$ cat src/rtl/tlm_pkg.sv
`default_nettype none
// ============================================================================
//  Module      : tlm_pkg
//  Description : Shared definitions for the traffic light monitor.
//                Colour encodings, fault codes, lane indices and small helper
//                functions used by the lane checkers and the top level.
//  Revision    : 1.0 - initial release
// ============================================================================
package tlm_pkg;

    // One-hot colour encodings on a 3-bit light bus {red, yellow, green}.
    localparam logic [2:0] RED = 3'b100;
    localparam logic [2:0] YEL = 3'b010;
    localparam logic [2:0] GRN = 3'b001;

    // Fault codes reported on fault_code.
    typedef enum logic [2:0] {
        FC_NONE     = 3'd0,
        FC_ENC      = 3'd1,
        FC_SEQ      = 3'd2,
        FC_YSHORT   = 3'd3,
        FC_YLONG    = 3'd4,
        FC_CONFLICT = 3'd5,
        FC_STUCK    = 3'd6
    } fault_code_e;

    // Lane indices as reported on fault_lane.
    localparam int         NUM_LANES = 4;
    localparam logic [1:0] LANE_M1   = 2'd0;
    localparam logic [1:0] LANE_S    = 2'd1;
    localparam logic [1:0] LANE_MT   = 2'd2;
    localparam logic [1:0] LANE_M2   = 2'd3;

    // True for the three legal one-hot colours only.
    function automatic logic is_legal_colour(input logic [2:0] c);
        return (c == RED) || (c == YEL) || (c == GRN);
    endfunction

    // Allowed colour steps: hold, G->Y, Y->R, R->G.
    function automatic logic is_legal_step(input logic [2:0] prev,
                                           input logic [2:0] cur);
        return (cur == prev)                   ||
               ((prev == GRN) && (cur == YEL)) ||
               ((prev == YEL) && (cur == RED)) ||
               ((prev == RED) && (cur == GRN));
    endfunction

    // Index of the lowest set bit; 0 when no bit is set.
    function automatic logic [1:0] lowest_lane(input logic [3:0] v);
        logic [1:0] r;
        r = 2'd0;
        for (int i = 3; i >= 0; i--) begin
            if (v[i]) r = 2'(i);
        end
        return r;
    endfunction

endpackage : tlm_pkg
`default_nettype wire

$ cat src/rtl/tlm_lane_checker.sv
`default_nettype none
// ============================================================================
//  Module      : tlm_lane_checker
//  Description : Per-lane checker for one 3-bit traffic light bus. Holds the
//                previous legal colour, the yellow dwell counter and (when
//                TLM_STUCK_CHECK_EN is defined) a same-colour watchdog.
//                Produces per-lane fault flags and green / not-red status
//                for the conflict matrix in the top level.
//  Macro       : TLM_STUCK_CHECK_EN - builds the stuck-light watchdog.
//  Ports       : clk, rst (async, active-high), clr (sync clear),
//                armed (top-level first-sample flag), light[2:0],
//                enc_err, seq_err, yshort_err, ylong_err, stuck_err,
//                green, not_red.
//  Revision    : 1.0 - initial release
// ============================================================================
module tlm_lane_checker
    import tlm_pkg::*;
#(
    parameter int YEL_MIN   = 2,
    parameter int YEL_MAX   = 5,
    parameter int STUCK_MAX = 64,
    parameter int CNT_W     = 8
) (
    input  logic       clk,
    input  logic       rst,
    input  logic       clr,
    input  logic       armed,
    input  logic [2:0] light,
    output logic       enc_err,
    output logic       seq_err,
    output logic       yshort_err,
    output logic       ylong_err,
    output logic       stuck_err,
    output logic       green,
    output logic       not_red
);

    localparam logic [CNT_W-1:0] C_CNT_MAX = '1;
    localparam logic [CNT_W-1:0] C_YEL_MIN = CNT_W'(YEL_MIN);
    localparam logic [CNT_W-1:0] C_YEL_LIM = CNT_W'(YEL_MAX + 1);

    logic [2:0]       r_prev;
    logic             r_prev_vld;
    logic [CNT_W-1:0] r_ycnt;

    logic             w_valid;
    logic             w_chk;
    logic             w_same;
    logic [CNT_W-1:0] w_ycnt_inc;
    logic [CNT_W-1:0] w_ycnt_cur;

    assign w_valid = is_legal_colour(light);

    // Sequence-type checks need a previous legal colour captured since the
    // last reset/clear; the first sample only seeds the history.
    assign w_chk  = armed && r_prev_vld;
    assign w_same = w_chk && (light == r_prev);

    // Yellow dwell including the current sample: restarts at 1 on entry to
    // yellow and saturates rather than wrapping on a very long yellow.
    assign w_ycnt_inc = (r_ycnt == C_CNT_MAX) ? r_ycnt : r_ycnt + CNT_W'(1);
    assign w_ycnt_cur = (light != YEL) ? '0 :
                        (w_same        ? w_ycnt_inc : CNT_W'(1));

    assign enc_err    = !w_valid;
    assign seq_err    = w_chk && w_valid && !is_legal_step(r_prev, light);
    // r_ycnt still holds the dwell of the yellow that just ended.
    assign yshort_err = w_chk && (r_prev == YEL) && (light == RED) &&
                        (r_ycnt < C_YEL_MIN);
    assign ylong_err  = (light == YEL) && (w_ycnt_cur >= C_YEL_LIM);

    assign green   = (light == GRN);
    // An illegal code counts as not red so it can never mask a conflict.
    assign not_red = (light != RED);

    // An illegal sample leaves the history untouched, so a single glitch is
    // reported once as ENC instead of also producing a SEQ on recovery.
    always_ff @(posedge clk or posedge rst) begin
        if (rst) begin
            r_prev     <= '0;
            r_prev_vld <= 1'b0;
            r_ycnt     <= '0;
        end else if (clr) begin
            r_prev     <= '0;
            r_prev_vld <= 1'b0;
            r_ycnt     <= '0;
        end else if (w_valid) begin
            r_prev     <= light;
            r_prev_vld <= 1'b1;
            r_ycnt     <= w_ycnt_cur;
        end
    end

`ifdef TLM_STUCK_CHECK_EN
    localparam logic [CNT_W-1:0] C_STUCK_LIM = CNT_W'(STUCK_MAX);

    logic [CNT_W-1:0] r_wcnt;
    logic [CNT_W-1:0] w_wcnt_cur;

    // Number of consecutive samples of the current colour, this one included.
    assign w_wcnt_cur = !w_same ? CNT_W'(1) :
                        ((r_wcnt == C_CNT_MAX) ? r_wcnt : r_wcnt + CNT_W'(1));
    assign stuck_err  = w_valid && (w_wcnt_cur >= C_STUCK_LIM);

    always_ff @(posedge clk or posedge rst) begin
        if (rst) begin
            r_wcnt <= '0;
        end else if (clr) begin
            r_wcnt <= '0;
        end else if (w_valid) begin
            r_wcnt <= w_wcnt_cur;
        end
    end
`else
    assign stuck_err = 1'b0;
`endif

endmodule : tlm_lane_checker
`default_nettype wire

$ cat src/rtl/traffic_light_monitor.sv
`default_nettype none
// ============================================================================
//  Module      : traffic_light_monitor
//  Description : Receive-side supervisor for the four-lane traffic light
//                controller (M1, S, MT, M2). Samples every light bus each
//                clock, checks encoding, colour sequence, yellow dwell,
//                cross-lane green conflicts and (optionally) stuck lights,
//                and latches the first fault with its code and lane.
//                Never drives the lights.
//  Macro       : TLM_STUCK_CHECK_EN - enables the stuck-light watchdog
//                (fault code 6); without it code 6 is never produced.
//  Ports       : clk, rst (async, active-high),
//                light_M1 / light_S / light_MT / light_M2 [2:0] {R,Y,G},
//                clr (sync clear of fault latch, counter and re-arm),
//                fault, fault_code[2:0], fault_lane[1:0], cycle_cnt[15:0].
//  Revision    : 1.0 - initial release
// ============================================================================
module traffic_light_monitor
    import tlm_pkg::*;
#(
    parameter int YEL_MIN   = 2,
    parameter int YEL_MAX   = 5,
    parameter int STUCK_MAX = 64,
    parameter int CNT_W     = 8
) (
    input  logic        clk,
    input  logic        rst,
    input  logic [2:0]  light_M1,
    input  logic [2:0]  light_S,
    input  logic [2:0]  light_MT,
    input  logic [2:0]  light_M2,
    input  logic        clr,
    output logic        fault,
    output logic [2:0]  fault_code,
    output logic [1:0]  fault_lane,
    output logic [15:0] cycle_cnt
);

    logic [2:0]           w_light [NUM_LANES];
    logic [NUM_LANES-1:0] w_enc;
    logic [NUM_LANES-1:0] w_seq;
    logic [NUM_LANES-1:0] w_yshort;
    logic [NUM_LANES-1:0] w_ylong;
    logic [NUM_LANES-1:0] w_stuck;
    logic [NUM_LANES-1:0] w_green;
    logic [NUM_LANES-1:0] w_not_red;
    logic [NUM_LANES-1:0] w_conf;

    logic                 w_hit;
    fault_code_e          w_code;
    logic [1:0]           w_lane;

    logic                 r_armed;
    logic                 r_fault;
    fault_code_e          r_code;
    logic [1:0]           r_lane;
    logic [15:0]          r_cycle_cnt;

    assign w_light[LANE_M1] = light_M1;
    assign w_light[LANE_S]  = light_S;
    assign w_light[LANE_MT] = light_MT;
    assign w_light[LANE_M2] = light_M2;

    generate
        for (genvar gi = 0; gi < NUM_LANES; gi++) begin : g_lane
            tlm_lane_checker #(
                .YEL_MIN   (YEL_MIN),
                .YEL_MAX   (YEL_MAX),
                .STUCK_MAX (STUCK_MAX),
                .CNT_W     (CNT_W)
            ) u_lane (
                .clk        (clk),
                .rst        (rst),
                .clr        (clr),
                .armed      (r_armed),
                .light      (w_light[gi]),
                .enc_err    (w_enc[gi]),
                .seq_err    (w_seq[gi]),
                .yshort_err (w_yshort[gi]),
                .ylong_err  (w_ylong[gi]),
                .stuck_err  (w_stuck[gi]),
                .green      (w_green[gi]),
                .not_red    (w_not_red[gi])
            );
        end
    endgenerate

    // Conflict matrix. w_conf marks every green lane taking part in a
    // conflict so the report lands on the lowest-numbered one.
    //  - S green needs all other lanes red; any other green lane is involved.
    //  - MT green needs M2 red; M2 is involved only if it is itself green.
    //  - M1 with M2 and M1 with MT are compatible pairs.
    always_comb begin
        w_conf = '0;
        if (w_green[LANE_S] &&
            (w_not_red[LANE_M1] || w_not_red[LANE_MT] || w_not_red[LANE_M2])) begin
            w_conf = w_conf | w_green;
        end
        if (w_green[LANE_MT] && w_not_red[LANE_M2]) begin
            w_conf[LANE_MT] = 1'b1;
            w_conf[LANE_M2] = w_conf[LANE_M2] | w_green[LANE_M2];
        end
    end

    // Priority: CONFLICT > ENC > SEQ > YSHORT > YLONG > STUCK, then lowest lane.
    always_comb begin
        w_hit  = 1'b1;
        w_code = FC_NONE;
        w_lane = LANE_M1;
        if (|w_conf) begin
            w_code = FC_CONFLICT;
            w_lane = lowest_lane(w_conf);
        end else if (|w_enc) begin
            w_code = FC_ENC;
            w_lane = lowest_lane(w_enc);
        end else if (|w_seq) begin
            w_code = FC_SEQ;
            w_lane = lowest_lane(w_seq);
        end else if (|w_yshort) begin
            w_code = FC_YSHORT;
            w_lane = lowest_lane(w_yshort);
        end else if (|w_ylong) begin
            w_code = FC_YLONG;
            w_lane = lowest_lane(w_ylong);
        end else if (|w_stuck) begin
            w_code = FC_STUCK;
            w_lane = lowest_lane(w_stuck);
        end else begin
            w_hit  = 1'b0;
        end
    end

    // Sticky first-fault latch. clr takes precedence over a fault detected
    // in the same cycle; the sample after clr is treated as a first sample.
    always_ff @(posedge clk or posedge rst) begin
        if (rst) begin
            r_armed     <= 1'b0;
            r_fault     <= 1'b0;
            r_code      <= FC_NONE;
            r_lane      <= LANE_M1;
            r_cycle_cnt <= '0;
        end else if (clr) begin
            r_armed     <= 1'b0;
            r_fault     <= 1'b0;
            r_code      <= FC_NONE;
            r_lane      <= LANE_M1;
            r_cycle_cnt <= '0;
        end else begin
            r_armed <= 1'b1;
            if (r_cycle_cnt != 16'hFFFF) begin
                r_cycle_cnt <= r_cycle_cnt + 16'd1;
            end
            if (!r_fault && w_hit) begin
                r_fault <= 1'b1;
                r_code  <= w_code;
                r_lane  <= w_lane;
            end
        end
    end

    assign fault      = r_fault;
    assign fault_code = r_code;
    assign fault_lane = r_lane;
    assign cycle_cnt  = r_cycle_cnt;

endmodule : traffic_light_monitor
`default_nettype wire

$ cat config.mk
export PLATFORM = sky130hd
export DESIGN_NAME = traffic_light_monitor
export DESIGN_NICKNAME = d
export VERILOG_FILES = /design/src/rtl/tlm_pkg.sv /design/src/rtl/tlm_lane_checker.sv /design/src/rtl/traffic_light_monitor.sv
export SDC_FILE = /design/constraint.sdc
export NUM_CORES = 1
export LEC_CHECK = 0
export CAP_MARGIN = 10
export CORE_UTILIZATION = 45
export DETAILED_ROUTE_END_ITERATION = 8
export PLACE_DENSITY = 0.74
export REMOVE_ABC_BUFFERS = 1
export SLEW_MARGIN = 5
export SYNTH_ARGS = -nofsm -noshare
export SYNTH_HDL_FRONTEND = slang
export SYNTH_SLANG_ARGS = --single-unit
export TNS_END_PERCENT = 50
$ cat constraint.sdc
create_clock -name clk -period 6.55 [get_ports clk]
set_input_delay 1.31 -clock clk [delete_from_list [all_inputs] [get_ports clk]]
set_output_delay 1.31 -clock clk [all_outputs]
set_load 0.01 [all_outputs]
==> results.md <==
* TritonCTS clock tree: built
* Final Cell Area at just under 6000 sq um
* Crit path capture type: register
* Area after DPL at 5600 sq um
* Antenna cells at 0
* Post-synth EDFFs at 0
* Clock group share of total power at ~46%
* Worst Path Arrival at between 4 and 5 ns
* Placed cell count at 778
* Layout Cells excl Fill at just under 800
* Pwr dens at between 150 and 200 nW/um^2
* Max-cap check violation count at 0
* Vias per cell at a little over 6
* Post-synth top area cell: dfrtp_1
* Top_reg_cell synth: dfrtp_1
* Post-CTS Hold Buffers at 0
* DRC Markers at 0
* Post-CTS sizing at 0
* Worst-skew pair later-pin latency at 0.35 ns
* Skew final at between 0.006 and 0.007 ns
* NetSw at 303 uW
* Hold Path Class: reg2reg
* First-pass DRT Iterations at 5
* Worst slew pin tran at approximately 1.1 ns
* Synth area leaders: dfrtp_1, a21oi_1, nor2_1
* Global-route wire length before repair at between 20,000 and 25,000 um
* Ys Warns at 0
* Synth Area per Inst at slightly above 8 sq um
* Worst Path Max Fanout at 14
* Vias in the first global route at 4,561
* Core footprint at approximately 11,000 sq um
* Die Y at approximately 110 um
* Tmin final at around 4 ns
* Area grow syn2layout at 12.1%
* Post-synth ARST share at 100%
* CP max-delay cell: clkdlybuf4s50_1
* Final setup fails at 0
* Post-Synthesis Cell Area at 5270 sq um
* Sinks on Clock Net at 71
* Crit path kind: in2reg
* Clock Path Buffers at 2
* Initial Utilization at between 40% and 50%
* CP Data Required Time at between 6 and 7 ns
* Max VDD drop at 0.182 mV
* Max incr delay on CP at 0.65 ns
* Nature of the critical path startpoint: input port
* Pwr Total at between 1000 and 1500 uW
* Most common cell in the synthesized netlist: dfrtp_1
* Total global routing track utilization at around a quarter
* I/O pin cnt at 37
* RSZ-0062 raised after global routing: false
* Initial antenna violation count at 0
* Vias at just under 5,000
* Synth cell types at 89
* Setup bufs post-CTS at 0
* Final Hold Viols at 0
* Max_slew headroom at between 20% and 30%
* Fin crit share at roughly 60%
* H-Tree Depth at 3
* Final HPWL DP at around 8800 um
* Setup TNS Final at 0 ns
* P_int at 820 uW
* DR WL/cell at around 16 um
* Top-area cell type share of the netlist area at 33.7%
* CTS buffer count at 9
* RD Place Congestion at just under 0.9
* Leak pwr at approximately 0.0022 uW
* Final slew viol count at 0
* Synthesized instance count at around 640
* Cell chain of the critical path: clkdlybuf4s50_1 > nor3b_1 > nand4b_1 > o41ai_1 > a311oi_1 > a2111o_1 > a21oi_1 > a2111oi_2 > o32ai_1
* Gate power share at 12.7%
* Sw Share at between 20% and 30%
* Layout cells sized above 1 at under 10%
* Routed WL at 13,000 um
* Post-DRT Antenna Nets at 0
* Sequential area share after synthesis at around a third
* Layout Nets at between 600 and 700
* Die width at between 100 and 150 um
* Grt ovf at 0
* CTS clk-pin slew, worst paths at 0.06 ns
* Synth cell count leaders: dfrtp_1, a21oi_1, nor2_1, nand2_1, nand3_1
* Layout fillers at about 1,100
* Status: finished clean
* # port buffers at 36
* Iteration-0 DRC Markers at roughly 340
* Maximum number of pins on one net before global-route repair at slightly above 70
* Row count at 39
* Die area at 12,200 sq um
* Finished Core Util at between 50% and 60%
* Root Driver: clkbuf_16
* Flops & latches, synth at 71
* Seq pwr share at between 40% and 50%
* Fmax at ~250 MHz
-- cell usage in the layout, fill, tap and decap left out, types with 13 or more instances in the layout --
| master | n |
|---|---|
| a21oi_1 | 65 |
| a31oi_1 | 13 |
| clkdlybuf4s50_1 | 35 |
| dfrtp_1 | 71 |
| nand2_1 | 48 |
| nand3_1 | 37 |
| nand4_1 | 13 |
| nor2_1 | 65 |
| nor3_1 | 29 |
| o21ai_0 | 30 |
| xnor2_1 | 17 |
| xor2_1 | 13 |
-- power by group through the flow --
stage          clock network (uW)  registers [uW]  logic [uW]
6_report                      516             464         143
5_1_grt                       542             466         160
4_1_cts                       527             464         143
3_5_place_dp                    0             472         142
3_3_place_gp                    0             471         139
2_1_floorplan                   0             469        85.6
-- sequential cells by signal, summed over array words and instances (netlist names) --
signal and flops:
fault_lane 2, fault_code 3, cycle_cnt 16, fault 1
g_lane.u_lane.r_prev_vld 4, g_lane.u_lane.r_ycnt 32, g_lane.u_lane.r_prev 12, r_armed 1
-- per-layer routing --
metal  part of all wire (%)  track usage, %
met5                      0               0
met4                    1.6            9.02
met3                    4.9            5.35
met2                     48            37.9
met1                     45            30.1
-- worst max-delay path: cells and delay by family --
family | cells | cell delay, ns
AOI/OAI and AO/OA | 6 | 1.50
and+or+nand+nor | 2 | 0.72
buffers and inverters | 1 | 0.65
-- area by class of cell --
type | instances | area [sq um] | share of cell area, %
clock buffers | 11 | 253 | 4.28
clock inverters | 5 | 56.3 | 0.952
inverters | 8 | 30.0 | 0.508
multi-input cells | 518 | 3240 | 54.8
flip-flops and latches | 71 | 1780 | 30.1
well taps | 143 | 179 | 3.03
repair buffers | 39 | 375 | 6.35
-- per-stage QoR --
stage	hold slack, ns	worst slack (ns)
6_report	0.503	2.63
4_1_cts	0.506	2.67
2_1_floorplan	0.458	3.44
3_5_place_dp	0.493	2.32
5_1_grt	0.527	2.38
3_3_place_gp	0.470	2.40
-- worst paths after layout --
check                                                  from                           to  slack (ns)  cells after the start
worst max-delay path                            light_M1[1]                fault_lane[0]        2.63                      9
worst min register to register  g_lane[2].u_lane.r_prev_vld  g_lane[2].u_lane.r_prev_vld        0.50                      2
min in group asynchronous                               rst                 cycle_cnt[9]        1.56                      3
max in group asynchronous                               rst   g_lane[0].u_lane.r_ycnt[2]        4.36                      3
worst min-delay path            g_lane[2].u_lane.r_prev_vld  g_lane[2].u_lane.r_prev_vld        0.50                      2
worst max register to register   g_lane[2].u_lane.r_ycnt[0]                fault_code[2]        3.66                      9
-- logic make-up after synthesis --
family | Yosys count | share of synthesized area (%)
adder cells (fa/ha/maj) | 6 | 1.38
AO/OA/AOI/OAI | 182 | 23.2
buffers and inverters | 55 | 4.84
XOR/XNOR | 30 | 4.98
flip-flops | 71 | 33.7
multiplexers | 6 | 1.42
AND/OR/NAND/NOR | 294 | 30.5
No activity file was read; power rests on OpenSTA's default activity.
